[config.mk]
export PLATFORM = sky130hd
export DESIGN_NAME = puf_response_reader
export DESIGN_NICKNAME = d
export VERILOG_FILES = /design/src/rtl/puf_response_reader.sv
export SDC_FILE = /design/constraint.sdc
export NUM_CORES = 1
export LEC_CHECK = 0
export ABC_AREA = 1
export BUFFER_PORTS_ARGS = -buffer_cell sky130_fd_sc_hd__buf_2
export CORE_MARGIN = 4
export CORE_UTILIZATION = 40
export CTS_BUF_LIST = sky130_fd_sc_hd__clkbuf_4 sky130_fd_sc_hd__clkbuf_8 sky130_fd_sc_hd__clkbuf_16
export DETAILED_ROUTE_END_ITERATION = 8
export HOLD_SLACK_MARGIN = 0.1
export PLACE_DENSITY = 0.59
export SLEW_MARGIN = 10
export SYNTH_ARGS = -nofsm -noshare
export SYNTH_HDL_FRONTEND = slang
export SYNTH_SLANG_ARGS = --single-unit
[constraint.sdc]
create_clock -name clk -period 2.65 [get_ports clk]
set_clock_uncertainty 0.1 [all_clocks]
set_input_delay 0.53 -clock clk [delete_from_list [all_inputs] [get_ports clk]]
set_output_delay 0.53 -clock clk [all_outputs]
set_load 0.01 [all_outputs]
[src/rtl/puf_response_reader.sv]
// Ring-oscillator PUF reader: per pair, SETUP/SETTLE/MEASURE/COMPARE, one response bit per pair.
// Latency RESP_BITS*(2+SETTLE_CYCLES+WINDOW_CYCLES) cycles; the response word holds until resp_ready.
module puf_response_reader #(
  parameter int WINDOW_CYCLES = 50000,
  parameter int SETTLE_CYCLES = 64,
  parameter int CNT_W         = 20,
  parameter int RESP_BITS     = 8
) (
  input  logic                 clk,
  input  logic                 rst,
  input  logic                 start,
  input  logic [7:0]           challenge_base,
  input  logic                 ro_a_in,
  input  logic                 ro_b_in,
  output logic                 ro_en,
  output logic [7:0]           ro_a_challenge,
  output logic [7:0]           ro_b_challenge,
  output logic                 busy,
  output logic                 resp_valid,
  input  logic                 resp_ready,
  output logic [RESP_BITS-1:0] response,
  output logic [CNT_W-1:0]     count_a,
  output logic [CNT_W-1:0]     count_b
);

  localparam int TMR_MAX = (WINDOW_CYCLES > SETTLE_CYCLES) ? WINDOW_CYCLES : SETTLE_CYCLES;
  localparam int TMR_W   = $clog2(TMR_MAX + 1);
  localparam logic [TMR_W-1:0] SETTLE_LAST = TMR_W'(SETTLE_CYCLES - 1);
  localparam logic [TMR_W-1:0] WINDOW_LAST = TMR_W'(WINDOW_CYCLES - 1);
  localparam logic [3:0]       LAST_BIT    = 4'(RESP_BITS - 1);
  localparam logic [CNT_W-1:0] CNT_MAX     = '1;

  typedef enum logic [2:0] {
    IDLE    = 3'd0,
    SETUP   = 3'd1,
    SETTLE  = 3'd2,
    MEASURE = 3'd3,
    COMPARE = 3'd4,
    OUTPUT  = 3'd5
  } state_t;

  state_t state, state_nxt;

  logic [2:0]       sync_a, sync_b;
  logic             edge_a, edge_b;
  logic [TMR_W-1:0] timer;
  logic [3:0]       bit_idx;
  logic [7:0]       base;
  logic [7:0]       chal_a_setup, chal_b_setup;
  logic [7:0]       chal_a_q, chal_b_q;
  logic [CNT_W-1:0] cnt_a, cnt_b;

  // Oscillator outputs are asynchronous: two flops to resolve, a third to find the rising edge.
  always_ff @(posedge clk) begin
    if (rst) begin
      sync_a <= '0;
      sync_b <= '0;
    end else begin
      sync_a <= {sync_a[1:0], ro_a_in};
      sync_b <= {sync_b[1:0], ro_b_in};
    end
  end

  assign edge_a = sync_a[1] & ~sync_a[2];
  assign edge_b = sync_b[1] & ~sync_b[2];

  always_ff @(posedge clk) begin
    if (rst) begin
      state <= IDLE;
    end else begin
      state <= state_nxt;
    end
  end

  always_comb begin
    state_nxt = state;
    case (state)
      IDLE:    if (start) state_nxt = SETUP;
      SETUP:   state_nxt = SETTLE;
      SETTLE:  if (timer == SETTLE_LAST) state_nxt = MEASURE;
      MEASURE: if (timer == WINDOW_LAST) state_nxt = COMPARE;
      COMPARE: state_nxt = (bit_idx == LAST_BIT) ? OUTPUT : SETUP;
      OUTPUT:  if (resp_ready) state_nxt = IDLE;
      default: state_nxt = IDLE;
    endcase
  end

  always_comb begin
    ro_en          = (state == SETTLE) || (state == MEASURE);
    busy           = (state != IDLE);
    resp_valid     = (state == OUTPUT);
    ro_a_challenge = (state == SETUP) ? chal_a_setup : chal_a_q;
    ro_b_challenge = (state == SETUP) ? chal_b_setup : chal_b_q;
  end

  // Pair i uses challenges base+2i and base+2i+1; 8-bit arithmetic gives the mod-256 wrap.
  assign chal_a_setup = base + 8'({bit_idx, 1'b0});
  assign chal_b_setup = chal_a_setup + 8'd1;

  // Timer restarts on every state change, so it counts cycles spent in SETTLE or MEASURE.
  always_ff @(posedge clk) begin
    if (rst) begin
      timer <= '0;
    end else if (state != state_nxt) begin
      timer <= '0;
    end else if (state == SETTLE || state == MEASURE) begin
      timer <= timer + TMR_W'(1);
    end
  end

  always_ff @(posedge clk) begin
    if (rst) begin
      cnt_a <= '0;
      cnt_b <= '0;
    end else begin
      case (state)
        SETUP, SETTLE: begin
          cnt_a <= '0;
          cnt_b <= '0;
        end
        MEASURE: begin
          if (edge_a && cnt_a != CNT_MAX) cnt_a <= cnt_a + CNT_W'(1);
          if (edge_b && cnt_b != CNT_MAX) cnt_b <= cnt_b + CNT_W'(1);
        end
        default: begin
          cnt_a <= cnt_a;
          cnt_b <= cnt_b;
        end
      endcase
    end
  end

  always_ff @(posedge clk) begin
    if (rst) begin
      base     <= '0;
      bit_idx  <= '0;
      response <= '0;
      count_a  <= '0;
      count_b  <= '0;
      chal_a_q <= '0;
      chal_b_q <= '0;
    end else begin
      case (state)
        IDLE: begin
          if (start) begin
            base     <= challenge_base;
            bit_idx  <= '0;
            response <= '0;
          end
        end
        SETUP: begin
          chal_a_q <= chal_a_setup;
          chal_b_q <= chal_b_setup;
        end
        COMPARE: begin
          // A tie counts as 0: only a strictly faster A sets the bit.
          for (int j = 0; j < RESP_BITS; j++) begin
            if (bit_idx == 4'(j)) response[j] <= (cnt_a > cnt_b);
          end
          count_a <= cnt_a;
          count_b <= cnt_b;
          if (bit_idx != LAST_BIT) bit_idx <= bit_idx + 4'd1;
        end
        default: begin
          base <= base;
        end
      endcase
    end
  end

endmodule

==> impl_summary.md, run 1 <==
Synth
The total of warnings raised by yosys is 0. The number of different library cells in the post-synthesis netlist is 40. The main combinational cell family by area after synthesis is simple AND/OR/NAND/NOR gates. The post-synthesis compound-gate area fraction is 0.156. After synthesis, the share of flip-flops with an asynchronous set or reset is 0. Ranked by instance count, the synthesized netlist is headed by 204 x nand2_1, 141 x dfxtp_1, 119 x a21oi_1, 119 x inv_1, 117 x nor2_1. Of the total synthesized cell area, the portion taken by XOR and XNOR cells is 0.0202. The number of enable flip-flop cells after synthesis is 0. The most frequent cell after synthesis is nand2_1.

The mean post-synth cell area is 6.99 um2. For this run, the leading register cell type out of synthesis is dfxtp_1. Synthesis produced a netlist with a net count of 1103. The simple-gate share of the synthesized area is 0.294.

Ranked by total cell area, the synthesized netlist is headed by dfxtp_1 38%, nand2_1 10%, a21oi_1 8.1%. Of the post-synthesis cell area, the dominant cell type holds 0.383. The cell area after synthesis is 7380 um2. The biggest area contributor in the post-synthesis netlist is dfxtp_1. Synthesis produced a netlist whose cell count is 1056. Measured against the total synthesized area, the mux share comes to 0.

The sequential fraction of the synthesis area is 0.383. The number of synthesized register bits is 141. Of the total synthesized cell area, the portion taken by full adders, half adders and majority gates is 0.0570.

Layout
0 antenna diodes ended up in the layout. Relative to the synthesized area, the layout overhead comes to 20.8%. The core utilization of the finished layout is 0.494. In the final layout, the share of cells above drive strength 1 is 0.193. The filler cells instantiated in the layout total 1802. The post-route non-filler standard cell count is 1388. The multi-input logic area is 4040 um2. After routing the design area is 8910 um2. The final layout contains 1193 nets.

The footprint of the flip-flops and latches is 2830 um2.

Setup path
For the worst setup path, the data required time is 2.02 ns. The endpoint arrival time on the critical path is 2.27 ns. The most critical setup path has its startpoint at bit_idx[0].

Among all stages on the critical path, the largest delay is contributed by fa_2. In this run the worst path has a maximum fanout of 2. Walking the worst path, the cells encountered are ha_4, inv_2, fa_2, inv_2, nand3_4, nor2_4, nand3_2, nor2_2, nand2_1, nand2_1, nand2_2, nand2_2, buf_6. STA classifies the critical path endpoint as a primary output. The capture instance of the worst register-to-register path is chal_a_q[7]. The worst setup path is of the reg -> out kind. The source of the worst register-to-register timing path is base[1].

The number of cell instances on the worst register-to-register path is 16. Across all register-to-register paths, the minimum setup slack is 0.20 ns. The nature of the critical path startpoint is a flop. In this run the worst setup path terminates at ro_b_challenge[7]. The delay of the slowest cell on the worst path is 0.44 ns.

Run status
The final reports fail on negative setup slack. The run finished, with violations left.

GRT
The total overflow left after global routing is 0. The number of antenna violations at the first check in global routing came to 0. Entering global routing, the biggest net connects 73 pins.

The via count of the first global-routing pass came to 6552. The overall track demand over capacity in global routing is 0.191. The first global-routing pass estimated 31800 um of wire.

Place
Including well taps, the total number of placed cells is 1344. Buffers placed on the I/O ports in this run total 80. The final RePlAce weighted congestion is 0.815. The placed instance area is 7990 um2.

The pre-CTS setup slack is 0.0664 ns. The half-perimeter wire length of the detailed placement result is 13600 um.

Flow run
The number of max-capacitance violations reported is 0.

Floorplanning
Row generation in the floorplan step produced 49 rows. 81 I/O pins were placed. The floorplan step defined a core boundary enclosing 18000 um2. Measured along the x axis, the die boundary spans 144 um.

The starting density of the core is 0.409. From bottom edge to top edge, the die measures 144 um. The die footprint is 20700 um2.

Routing
The routed via count is 6896. The violation count after the first detailed-routing iteration is 330. In the final routed layout, each cell accounts on average for 13.7 um. The detail route stage leaves a number of antenna-violating nets equal to 0. The final layout contains routed wiring with a total length of 19000 um.

The post-detailed-route via-to-cell ratio is 4.97. The number of search-and-repair iterations in the first detailed-routing pass is 5. The detailed-route DRC error count is 0.

Timing
The worst pin sits at a relative slew slack of 0.505. The post-route minimum period is 2.90 ns. The final-report max-slew violation count is 0. The part of the cycle the worst path needs is 1.09.

The post-layout worst setup margin is -0.251 ns. The count of endpoints failing setup in the final report is 7. The maximum clock frequency is 0.345 GHz. The number of hold-slack violations in the final timing report is 0. The transition time of the tightest slew-check pin is 0.740 ns. Setup repair after global routing could not meet its margin everywhere.

CTS
The H-tree was split into 4 levels. The hold buffer count at CTS is 0. The number of buffers created by CTS is 17. CTS placed an instance of clkbuf_16 at the clock tree root. The number of buffers on the longest clock path is 2. The later pin in the worst-skew pair is clocked with a latency of 0.43 ns. The clock tree from TritonCTS is built.

The clock transition at the register clock pins on the worst setup and hold paths after CTS is 0.06 ns. The number of clock sinks seen by CTS is 141.

Pwr
Summing internal, switching and leakage power gives 5.45 mW. The worst IR drop on VDD is 499 uV. The cell leakage power is 3.70 nW. In this run the power density over the cells is 612 nW/um2.

Min path
The type of the worst min-delay path is in -> reg.
[where the power goes]
part	switching [mW]	internal (mW)
clock	0.960	1.71
sequential	0.0333	2.17
combinational	0.365	0.209
[worst max-delay path, delay by kind of cell, from the launching register on]
kind | cells | cell delay [ns]
AND/OR/NAND/NOR | 8 | 0.67
flip-flops | 1 | 0.34
adder cells (fa/ha/maj) | 2 | 0.60
buffers and inverters | 3 | 0.25
[through the flow]
stage               setup TNS, ns  hold WS [ns]
finish                      -1.19         0.211
detailed placement              0         0.303
floorplan                       0         0.288
global placement                0         0.305
global route                -2.35         0.202
CTS                         -1.17         0.191
[layer usage]
layer	wire [um]	up-vias	GRT usage	share of wire
li1	-	3640	-	-
met1	9150	3109	0.253	0.48
met2	8730	120	0.307	0.46
met3	769	27	0.0426	0.040
met4	391	0	0.0659	0.021
met5	0	-	0	0
[worst min-delay path by stage]
| stage | cells past startpoint | startpoint | slack (ns) | endpoint |
|---|---|---|---|---|
| 5_1_grt | 3 | ro_b_in | 0.20 | sync_b[0] |
| 6_report | 3 | ro_a_in | 0.21 | sync_a[0] |
| 2_1_floorplan | 2 | sync_a[0] | 0.29 | sync_a[1] |
| 4_1_cts | 3 | ro_a_in | 0.19 | sync_a[0] |
| 3_5_place_dp | 2 | sync_a[0] | 0.30 | sync_a[1] |
| 3_3_place_gp | 2 | sync_a[0] | 0.31 | sync_a[1] |
[what timing repair did]
action                                  CTS  global route
gates resized for setup                  28            26
setup buffers                            11             2
cloned                                    1             0
endpoints found under the setup margin   14            15
pin swaps                                13            12
[state kept, by name, indices dropped and copies added, names as in the netlist]
register and count:
cnt_a 20, sync_a 3, chal_b_q 8, state 3, count_a 20, chal_a_q 8, timer 16, base 8
sync_b 3, bit_idx 4, cnt_b 20, response 8, count_b 20
[cells in the final DEF (no fill, tap or decap), types with 6 or more instances in the layout]
cell type	synthesis	final
buf_4	3	26
nand2_2	7	16
nand3_2	2	6
dfxtp_1	141	135
nand2_1	204	195
nand4_1	17	17
nor3_1	14	14
or2_2	7	7
ha_1	32	29
buf_2	8	78
nor2_2	16	17
o21ai_0	83	79
nand3_1	84	78
dfxtp_2	0	6
clkbuf_16	0	17
inv_2	4	9
a211oi_1	9	8
a21oi_1	119	117
nor2_1	117	114
xor2_1	13	12
inv_1	119	113
[cells by family (layout without fill, tap and decap cells)]
logic type	Yosys count	after routing
AND/OR/NAND/NOR	483	483
AO/OA/AOI/OAI	221	221
buffers and inverters	161	264
flip-flops	141	141
adder cells (fa/ha/maj)	33	33
XOR/XNOR	17	17
[area by class of cell]
type / instances / area share
Timing Repair Buffer: 107 / 0.0695
Clock inverter: 13 / 0.0239
Multi-Input combinational cell: 754 / 0.453
Tap cell: 229 / 0.0322
Inverter: 124 / 0.0527
Timing Repair inverter: 1 / 0.000843
Sequential cell: 141 / 0.318
Clock buffer: 19 / 0.0501
Note: power is estimated with default switching activity, not from simulation.
==> run 2, diff against run 1 <==
--- a/config.mk
+++ b/config.mk
@@ -7,12 +7,11 @@
 export LEC_CHECK = 0
 export ABC_AREA = 1
 export BUFFER_PORTS_ARGS = -buffer_cell sky130_fd_sc_hd__buf_2
-export CORE_MARGIN = 4
-export CORE_UTILIZATION = 40
+export CORE_UTILIZATION = 55
 export CTS_BUF_LIST = sky130_fd_sc_hd__clkbuf_4 sky130_fd_sc_hd__clkbuf_8 sky130_fd_sc_hd__clkbuf_16
 export DETAILED_ROUTE_END_ITERATION = 8
 export HOLD_SLACK_MARGIN = 0.1
-export PLACE_DENSITY = 0.59
+export PLACE_DENSITY = 0.77
 export SLEW_MARGIN = 10
 export SYNTH_ARGS = -nofsm -noshare
 export SYNTH_HDL_FRONTEND = slang
==> constraint.sdc (replaced) <==
create_clock -name clk -period 3.2 [get_ports clk]
set_clock_uncertainty 0.1 [all_clocks]
set_input_delay 0.64 -clock clk [delete_from_list [all_inputs] [get_ports clk]]
set_output_delay 0.64 -clock clk [all_outputs]
set_load 0.01 [all_outputs]
==> impl_summary.md, run 2 (synthesis results as in run 1) <==
GRT
The global-route wire length before repair is 29200 um. The number of antenna violations at the first check in global routing is 0. The via count of the first global-routing pass is 6420. Across every metal layer, demand over resource in global routing totals 0.257.

After global routing the overflow that remains totals 0. Entering global routing, the biggest net connects 76 pins.

Routing
The mean routed wirelength per cell is 13.2 um. For this run, design rule violations remaining after detail routing come to 0. In the routed layout, each cell is associated on average with a via count of 5.31.

After detailed routing, the total wire length is 17300 um. The final antenna-violating net count is 0. The number of search-and-repair iterations in the first detailed-routing pass is 6. For this block, the initial DRC count from the detailed router was 485. The routed via count is 6975.

CTS
In this run, CTS created clock tree buffers numbering 17. Clock latency on the worst-skew pair, taken at its later pin, is 0.42 ns. The number of buffers on the longest clock path is 2.

The number of levels the H-tree was split into is 4. The number of clock sinks seen by CTS is 141. The tree is rooted in a clkbuf_16.

Clock-pin slew was measured on the worst setup and hold paths at 0.06 ns. The clock tree from TritonCTS is built.

Setup path
The buffers plus inverters on the worst setup path is 3. The worst setup path is captured at a primary output. On the critical path the largest part of the delay comes from simple AND/OR/NAND/NOR gates. The endpoint arrival time on the critical path is 2.32 ns. In this run the number of cells on the critical path is 13. The number of cells on the worst reg-to-reg path is 10. Of all nets on the critical path, the largest fanout is 4. Traced cell by cell, the critical path runs through ha_4, inv_2, fa_2, inv_2, nand3_4, nor2_4, nand3_2, nor2_2, nand2_1, nand2_1, nand2_1, nand2_1, buf_2. The worst setup path is of the reg -> out kind.

The register-to-register setup slack is 0.93 ns. The required time of the critical path is 2.46 ns. The worst-path cell with the longest stage delay is fa_2. The most numerous cell type found on the critical path is nand2_1. The largest single stage delay on the critical path is 0.44 ns. STA classifies the critical path startpoint as a flop.

Pwr
Summed over all nets, the switching power comes to 1.07 mW. The cell leakage power is 3.57 nW. The total design power is 4.20 mW. The share of total power dissipated in combinational logic is 0.098. The power density over cell area is 492 nW/um2. The portion of total power attributed to sequential cells is 0.436. The part of the power in the clock network is 0.466. The net switching share of the total power is 0.256. The worst-case IR drop observed on VDD is 365 uV. The internal power of the cells totals 3.12 mW.

Place
Including well taps, the total number of placed cells is 1278. The wire-length estimate of the detail-placed layout is 12400 um. The placed instance area is 7850 um2.

The number of buffer cells added on primary ports is 80. The final RePlAce weighted congestion is 0.890.

Floorplanning
The total I/O pin count is 81. The starting density of the core is 0.575. The core outline area is 12800 um2. The die extent in x is 118 um.

The floorplan step defined a die boundary enclosing 13900 um2. The floorplan has 41 rows. The height of the die is 118 um.

Timing
The part of the cycle the worst path needs is 0.955. The final-report max-slew violation count is 0. In this run the tightest slew margin relative to its limit is 0.479. At the pin with the least slew margin, the transition time is 0.779 ns. The maximum clock frequency is 0.327 GHz. The count of endpoints failing setup in the final report is 0. The number of hold-slack violations in the final timing report was 0. The post-route minimum period is 3.06 ns.

Layout
The finished layout holds 1313 standard cells, fillers aside. The library cell used most frequently in the layout, excluding fill and tap cells, is nand2_1. The area growth from synthesis to layout is 15.6%. The area of all placed cells without fillers is 8530 um2. 0 antenna diodes ended up in the layout. In the layout the commonest cells are 202 x nand2_1, 138 x dfxtp_1, 119 x a21oi_1.

After filler insertion, the fill cell instance count of the layout stands at 1146. The fraction of final layout cells sized beyond drive strength 1 is 0.161. At the end of the flow, the number of nets in the layout was 1175. The core utilization of the finished layout is 0.665.

Flow run
The number of max-capacitance violations reported is 0.

Min path
The worst hold path was traced through 2 stages. The type of the worst min-delay path is reg -> reg.

Run status
The flow ran to the end, and the final reports show no timing, DRC or antenna violations.
-- run 2: cell types whose count changed in the layout (fill, tap and decap cells not counted), sizes merged --
cell	previous run	this run
clkinvlp	5	6
buf	107	90
clkinv	4	5
bufinv	5	2
-- run 2: through the flow --
stage / TNS (ns) / hold WS, ns / setup WS (ns)
floorplan: 0 / 0.288 / 0.604
global placement: 0 / 0.299 / 0.384
detailed placement: 0 / 0.299 / 0.337
CTS: 0 / 0.308 / 0.0108
global route: -0.0725 / 0.340 / -0.0317
finish: 0 / 0.311 / 0.143
-- run 2: metal layers --
layer	wire length, um	track usage
met1	7860	0.320
met2	8330	0.438
met3	819	0.0533
met4	285	0.0865
met5	0	0
-- run 2: final timing paths --
check,start,end
worst max-delay path,bit_idx[0],ro_b_challenge[7]
worst min-delay path,sync_a[0],sync_a[1]
worst max register to register,state[1],cnt_b[19]
worst min register to register,sync_a[0],sync_a[1]
-- run 2: power by group through the flow --
stage	Sequential [mW]	Combinational (mW)	Clock, mW
2_1_floorplan	1.86	0.296	0
3_3_place_gp	1.86	0.385	0
3_5_place_dp	1.87	0.388	0
4_1_cts	1.83	0.394	1.98
5_1_grt	1.84	0.460	2.06
6_report	1.83	0.410	1.96
-- run 2: worst min-delay path, cell delays in order, from the launching register on --
cell and delay [ns]:
dfxtp_1 0.30, inv_1 0.04, nor2_1 0.03
-- run 2: final cells by class --
type                    count  area (um2)  share of cell area
clock buffers              19         453              0.0531
clock inverters            13         141              0.0166
inverters                 124         465              0.0546
multi-input cells         754        3950               0.463
flip-flops and latches    141        2830               0.332
well taps                 172         215              0.0252
repair buffers             90         475              0.0558
-- run 2: timing repair --
action | CTS | global route
endpoints found under the setup margin | 3 | 5
resized for setup | 3 | 20
hold buffers | 0 | 0
pin swaps | 3 | 9
buffers inserted | 1 | 2
